### src/rtl/prog_rom_loader.sv
// prog_rom_loader: writable program memory for the 8-bit CPU fetch stage.
// Serves registered fetches with one cycle of latency. A host streams a new
// program in over a valid/ready port and gets a running checksum back.
// Fetch is stalled while a load is in progress.
module prog_rom_loader #(
    parameter int DATA_W = 8,
    parameter int ADDR_W = 8,
    parameter int DEPTH  = 256
) (
    input  logic              clk,
    input  logic              rst_n,
    input  logic              fetch_en,
    input  logic [ADDR_W-1:0] fetch_addr,
    output logic [DATA_W-1:0] fetch_data,
    output logic              fetch_valid,
    input  logic              load_start,
    input  logic [ADDR_W:0]   load_len,
    input  logic [DATA_W-1:0] load_data,
    input  logic              load_valid,
    output logic              load_ready,
    output logic              load_done,
    output logic              load_err,
    output logic              busy,
    output logic [DATA_W-1:0] checksum
);

    localparam int IDX_W = (DEPTH > 1) ? $clog2(DEPTH) : 1;
    localparam logic [ADDR_W:0]   DEPTH_L = (ADDR_W + 1)'(DEPTH);
    localparam logic [ADDR_W:0]   LEN_ONE = (ADDR_W + 1)'(1);
    localparam logic [ADDR_W-1:0] PTR_ONE = ADDR_W'(1);

    localparam logic [0:0] ST_RUN  = 1'b0;
    localparam logic [0:0] ST_LOAD = 1'b1;

    // Program storage; deliberately outside the reset domain.
    logic [DATA_W-1:0] mem_q [DEPTH];

    logic [0:0]        state_q, state_d;
    logic [ADDR_W:0]   len_q, len_d;
    logic [ADDR_W-1:0] wr_ptr_q, wr_ptr_d;
    logic [DATA_W-1:0] cks_q, cks_d;
    logic [DATA_W-1:0] fdata_q, fdata_d;
    logic              fvalid_q, fvalid_d;
    logic              ready_q, ready_d;
    logic              busy_q, busy_d;
    logic              done_q, done_d;
    logic              err_q, err_d;
    logic              wr_en;
    logic              start_ok;
    logic              xfer;
    logic              last;

    // Only the low IDX_W bits of the write pointer address the memory.
    logic unused_ptr_bits;
    assign unused_ptr_bits = ^wr_ptr_q;

    // Next-state logic for fetch, load handshake and checksum.
    always_comb begin
        state_d  = state_q;
        len_d    = len_q;
        wr_ptr_d = wr_ptr_q;
        cks_d    = cks_q;
        fdata_d  = fdata_q;
        fvalid_d = 1'b0;
        ready_d  = ready_q;
        busy_d   = busy_q;
        done_d   = 1'b0;
        err_d    = 1'b0;
        wr_en    = 1'b0;
        start_ok = (load_len != '0) && (load_len <= DEPTH_L);
        xfer     = (state_q == ST_LOAD) && load_valid && ready_q;
        last     = xfer && ({1'b0, wr_ptr_q} == (len_q - LEN_ONE));

        case (state_q)
            ST_RUN: begin
                if (load_start && start_ok) begin
                    // Accepted start wins over a fetch issued in the same cycle.
                    state_d  = ST_LOAD;
                    len_d    = load_len;
                    wr_ptr_d = '0;
                    cks_d    = '0;
                    ready_d  = 1'b1;
                    busy_d   = 1'b1;
                end else begin
                    err_d = load_start;
                    if (fetch_en) begin
                        fvalid_d = 1'b1;
                        if ({1'b0, fetch_addr} < DEPTH_L) begin
                            fdata_d = mem_q[fetch_addr[IDX_W-1:0]];
                        end else begin
                            fdata_d = '0;
                        end
                    end
                end
            end
            default: begin
                if (xfer) begin
                    wr_en    = rst_n;
                    cks_d    = cks_q + load_data;
                    wr_ptr_d = wr_ptr_q + PTR_ONE;
                    if (last) begin
                        state_d = ST_RUN;
                        ready_d = 1'b0;
                        busy_d  = 1'b0;
                        done_d  = 1'b1;
                    end
                end
            end
        endcase
    end

    // Control and output registers with synchronous active-low reset.
    always_ff @(posedge clk) begin
        if (!rst_n) begin
            state_q  <= ST_RUN;
            len_q    <= '0;
            wr_ptr_q <= '0;
            cks_q    <= '0;
            fdata_q  <= '0;
            fvalid_q <= 1'b0;
            ready_q  <= 1'b0;
            busy_q   <= 1'b0;
            done_q   <= 1'b0;
            err_q    <= 1'b0;
        end else begin
            state_q  <= state_d;
            len_q    <= len_d;
            wr_ptr_q <= wr_ptr_d;
            cks_q    <= cks_d;
            fdata_q  <= fdata_d;
            fvalid_q <= fvalid_d;
            ready_q  <= ready_d;
            busy_q   <= busy_d;
            done_q   <= done_d;
            err_q    <= err_d;
        end
    end

    // Memory write port; words land before the state returns to RUN.
    always_ff @(posedge clk) begin
        if (wr_en) begin
            mem_q[wr_ptr_q[IDX_W-1:0]] <= load_data;
        end
    end

    assign fetch_data  = fdata_q;
    assign fetch_valid = fvalid_q;
    assign load_ready  = ready_q;
    assign load_done   = done_q;
    assign load_err    = err_q;
    assign busy        = busy_q;
    assign checksum    = cks_q;

endmodule

### config.mk
export PLATFORM = sky130hd
export DESIGN_NAME = prog_rom_loader
export DESIGN_NICKNAME = d
export VERILOG_FILES = /design/src/rtl/prog_rom_loader.sv
export SDC_FILE = /design/constraint.sdc
export NUM_CORES = 2
export LEC_CHECK = 0
export BUFFER_PORTS_ARGS = -buffer_cell sky130_fd_sc_hd__buf_2
export CORE_ASPECT_RATIO = 0.7
export CORE_UTILIZATION = 30
export CTS_CLUSTER_DIAMETER = 50
export DETAILED_ROUTE_END_ITERATION = 10
export GPL_ROUTABILITY_DRIVEN = 0
export PLACE_DENSITY_LB_ADDON = 0.2
export SLEW_MARGIN = 20
export SYNTH_ARGS = -nofsm -noshare
export SYNTH_HDL_FRONTEND = slang
export SYNTH_SLANG_ARGS = --single-unit
### constraint.sdc
create_clock -name clk -period 2.75 [get_ports clk]
set_input_delay 0.4125 -clock clk [delete_from_list [all_inputs] [get_ports clk]]
set_output_delay 0.4125 -clock clk [all_outputs]
set_load 0.02 [all_outputs]
After elaboration in Yosys (flattened, before gate mapping)
Memory sizes are Yosys's and may differ from the RTL's. A register that Yosys moved wholly into a read port is not among the register bits.
Cells that the tools add are included.
{"block": "classes", "bitwise": 3, "magnitude_cmp": 1, "n_reduce_logical": 14, "mux": 19, "addsub": 3, "n_eq_ne": 3}
{"operator": "$mux 8", "n": 5}
{"operator": "$mux 1", "n": 14}
{"operator": "$eq 8x9->1", "n": 1}
{"operator": "$le 9x9->1 const B", "n": 1}
{"operator": "$reduce_and 3->1", "n": 3}
{"operator": "$reduce_bool 9->1", "n": 1}
{"operator": "$sub 9x1->9 const B", "n": 1}
{"operator": "$add 8x1->8 const B", "n": 1}
{"operator": "$add 8x8->8", "n": 1}
{"operator": "$logic_and 1x1->1", "n": 5}
{"operator": "$ne 2x1->1 const B", "n": 2}
{"operator": "$reduce_and 2->1", "n": 2}
{"operator": "$not 1->1", "n": 3}
{"operator": "$reduce_or 3->1", "n": 1}
{"operator": "$reduce_bool 2->1", "n": 1}
{"operator": "$logic_not 1->1", "n": 1}
{"block": "totals", "wordCells": 52, "input_bits": 30, "regBits": 30, "ram_bits": 2048, "memories": 1}
{"memory": "mem_q", "depth": 256, "word_bits": 8, "rd": 1, "rd_clocked_by_memory_dff": 1, "write_ports": 1, "line": "36", "source": "logic [DATA_W-1:0] mem_q [DEPTH];"}

Depth between registers and ports, before layout
{"block": "depth", "ltp_word": 6, "depth_mapped": 11, "depth_no_buf": 9}

Least setup slack after synthesis
OpenSTA, ideal clock, no wires.
{"block": "synth_path", "kind": "in2reg", "startpoint": "in fetch_addr[0]", "endpoint": "reg fdata_q[1], in the netlist fetch_data[1], read port of mem_q", "slack_ns": 0.361, "arrival_ns": 2.274, "path_stages": 10, "n_path_buf": 3, "cell_sequence": "buf_6 buf_6 buf_2 mux4_2 nand2_1 nand3_1 and3_1 nor4_1 o22ai_1 a21o_1"}
{"element": "start, declared", "line": "13", "source": "input logic [ADDR_W-1:0] fetch_addr,"}
{"element": "end, declared", "line": "42", "source": "logic [DATA_W-1:0] fdata_q, fdata_d;"}

==> reports/qor.csv <==
stage,metric,value,unit
outcome,run status,completed,
placed_design,number of port buffers,50,
worst_setup_path,largest stage delay on the critical path,0.75,ns
timing,final hold vios,0,
timing,setup violators final,0,
synthesis,Yosys top cell area share,0.758,
worst_setup_path,crit path max-delay cell type,nor4_1,
floorplanning,I/O Pins,51,
worst_setup_path,CP max FO,1,
layout,layout cell share with drive strength beyond 1,0.315,
placed_design,detailed placement HPWL,154,mm
clocking,CTS buffer count,204,
worst_setup_path,WP depth,7,
clocking,Root Buffer,clkbuf_16,
detailed_routing,post-DR vias/cell,5.00,
detailed_routing,drt pass-1 iters,5,
layout,"Design Area, Final",0.0975,sq mm
placed_design,DP Area,0.0910,sq mm
synthesis,Syn Area/Cell,20.1,sq um
clocking,CTS sink cnt,2086,
global_route,antenna violations before repair,18,
worst_hold_path,min-delay src,load_data[6],
timing,unrepaired setup endpoints after global routing,false,
detailed_routing,length of routed met2 wiring,95.1,mm
worst_hold_path,type of the most critical hold path,input pin to flip-flop,
worst_setup_path,CP Cell Sequence,mux4_2 -> mux2_2 -> o22ai_1 -> buf_4 -> a211oi_1 -> nor4_1 -> o211ai_1,
power,Max VDD drop,0.454,mV
timing,Max Slew Vio Count,0,
power,switch share,0.216,
detailed_routing,WL final,232,mm
worst_setup_path,Critical R2R Capture,fetch_data[2],
detailed_routing,Top Metal Used,met5,
power,LEAKAGE,31.3,nW
synthesis,Yosys reg bits,2086,
layout,Layout area overhead,20.1,%
global_route,vias in the first global route,42800,
detailed_routing,Routed Antenna Nets,0,
synthesis,Synth cell types,62,
worst_setup_path,Worst setup EP type,flip-flop,
floorplanning,Die Area,0.273,sq mm
worst_setup_path,Worst Path Required,3.44,ns
worst_setup_path,Setup crit start kind,flip-flop,
detailed_routing,via count of the routed design,42200,
worst_setup_path,worst endpoint data arrival time,3.42,ns
synthesis,commonest register cell after synthesis,edfxtp_1,
timing,Slew HR,0.165,
floorplanning,Initial Utilization,0.302,
power,PwrDens,675,mW/mm^2
synthesis,"top cells by count, synth","edfxtp_1, mux4_2, nor2_1",
detailed_routing,routed wire length per instance,27.5,um
layout,sequential cell area,0.0623,sq mm
clocking,"Reg clk slew, reported paths",0.06,ns
global_route,pin count of the biggest net entering global routing,143,
timing,Tmin final,2.73,ns
clocking,Max Root-Sink Buffers,4,
layout,Layout Nets,4786,
detailed_routing,Met3 Wirelength,19.0,mm
synthesis,Post-Syn Area,0.0812,sq mm
synthesis,ranking of synthesized cells by area,"edfxtp_1, mux4_2, nor2_1",
synthesis,Syn Nets,4078,
timing,period utilization,0.994,
power,Internal,51.6,mW
timing,setup TNS,0,ns
worst_setup_path,WS Path Type,flip-flop to flip-flop,
job,Max-Cap Viols,0,
floorplanning,Chip Width,624,um
synthesis,ys async rst share,0,
worst_setup_path,Worst Setup EP,fetch_data[2],
worst_setup_path,"delay-heaviest family, CP",multiplexers,
power,sequential share of power,0.531,
floorplanning,CORE AREA,0.269,sq mm
global_route,first-pass GRT wire length,330,mm
synthesis,"Warnings, synthesis",0,
detailed_routing,drt drc,0,
detailed_routing,wl on met1,114,mm
worst_setup_path,R2R setup slack,0.02,ns
clocking,TritonCTS clock tree,built,
timing,Worst-Margin Slew,1.25,ns
timing,fmax,0.366,GHz
clocking,H-tree Lvls,4,
floorplanning,Die H,437,um
timing,clk_skew,0.0467,ns
timing,hold_ws,0.0667,ns
clocking,Post CTS Setup Buffer Count,0,
global_route,gr usage total,0.169,
synthesis,sequential cell area fraction in the yosys report,0.767,
worst_setup_path,crit path from,mem_q[31][2],
detailed_routing,Initial DRC Count,4392,
worst_setup_path,RR Startpoint,mem_q[31][2],
synthesis,Cells after Synth,4035,
power,sw power,14.2,mW
synthesis,number of synthesized flops with an enable pin,2048,
layout,Multi-input gate area,0.0177,sq mm
worst_setup_path,Buf/Inv on CP,1,
clocking,clk_lat worst skew,0.87,ns
worst_setup_path,Reg2Reg Depth,7,
layout,Layout fillers,24800,
layout,"Core Util, Final",0.363,
floorplanning,row count,159,
power,clock share of power,0.413,
global_route,grt total ovfl,0,
synthesis,top-count cell post-synth,edfxtp_1,
synthesis,"area leader, netlist",edfxtp_1,
power,combinational share of power,0.056,
-- worst register-to-register path: cells and delay by family (launching register included) --
| family | cells | cell delay (ns) |
|---|---|---|
| muxes | 2 | 0.80 |
| and+or+nand+nor | 1 | 0.75 |
| AOI/OAI and AO/OA | 3 | 0.51 |
| DFF | 1 | 0.36 |
| buffers and inverters | 1 | 0.18 |
-- per-layer routing --
| layer | global-route usage | vias to the layer above |
|---|---|---|
| met1 | 0.266 | 22700 |
| met4 | 0.0351 | 2 |
| li1 | - | 17900 |
| met2 | 0.230 | 1342 |
| met3 | 0.0458 | 270 |
| met5 | 0 | - |
-- layout make-up --
class	count	share of cell area
multi-input combinational	1698	0.182
antenna	6	0.000154
clock inverter	108	0.00948
clock buffer	250	0.0548
tap	3542	0.0454
inverter	8	0.000334
timing repair buffer	745	0.0697
sequential	2086	0.638
-- state kept, by name, indices dropped and copies added, names as in the netlist --
| register | cells |
|---|---|
| busy | 1 |
| checksum | 8 |
| fetch_data | 8 |
| fetch_valid | 1 |
| len_q | 9 |
| load_done | 1 |
| load_err | 1 |
| mem_q | 2048 |
| state_q | 1 |
| wr_ptr_q | 8 |
-- cells by family (layout without fill, tap and decap cells) --
group | count (synthesis) | count (layout) | share of synthesized area
xor gates and xnor gates | 21 | 21 | 0.00227
AOI/OAI and AO/OA | 318 | 318 | 0.0237
muxes | 543 | 543 | 0.146
and+or+nand+nor | 803 | 803 | 0.0423
other | 0 | 6 | 0
buffers and inverters | 251 | 1111 | 0.0163
adders and majority gates | 13 | 13 | 0.00210
DFF | 2086 | 2086 | 0.767
-- timing repair --
| item | in CTS | in global routing |
|---|---|---|
| resized for setup | 9 | 4 |
| endpoints found under the setup margin | 5 | 5 |
| hold buffers | 16 | 0 |
| hold endpoints to repair | 37 | 0 |
-- stage by stage --
| stage | std cells | total power, mW | worst slack, ns |
|---|---|---|---|
| 2_1_floorplan | 4035 | 37.2 | 0.361 |
| 3_3_place_gp | 8063 | 39.3 | -1.17 |
| 5_1_grt | 8438 | 67.9 | 0.0338 |
| 3_5_place_dp | 8063 | 39.3 | -1.14 |
| 4_1_cts | 8437 | 66.6 | 0.0135 |
| 6_report | 8443 | 65.8 | 0.0159 |
-- cells in the final DEF (no fill, tap or decap), types with 38 or more instances in the layout --
master / Yosys / routed
clkinv_1: 1 / 45
edfxtp_1: 2048 / 2048
buf_4: 30 / 587
dfxtp_1: 38 / 38
nand2_1: 276 / 275
clkbuf_1: 121 / 43
a31oi_1: 48 / 48
nand3_1: 93 / 93
buf_12: 2 / 94
clkbuf_16: 0 / 207
mux4_2: 515 / 515
o21ai_0: 122 / 122
o22ai_1: 70 / 70
nor2_1: 331 / 330
-- worst min-delay path by stage --
| stage | endpoint | slack [ns] | depth (start not counted) |
|---|---|---|---|
| 2_1_floorplan | len_q[8] | 0.46 | 2 |
| 3_3_place_gp | len_q[8] | 0.49 | 2 |
| 3_5_place_dp | len_q[8] | 0.49 | 2 |
| 4_1_cts | mem_q[93][6] | 0.03 | 1 |
| 5_1_grt | mem_q[93][6] | 0.05 | 1 |
| 6_report | mem_q[93][6] | 0.07 | 1 |
-- power groups by stage --
stage	sequential (mW)	clock, mW	combinational [mW]
2_1_floorplan	35.6	0	1.61
3_3_place_gp	35.6	0	3.66
3_5_place_dp	35.6	0	3.68
4_1_cts	34.9	27.9	3.72
5_1_grt	34.9	29.0	3.92
6_report	34.9	27.2	3.66
(Power assumes the default switching activity.)
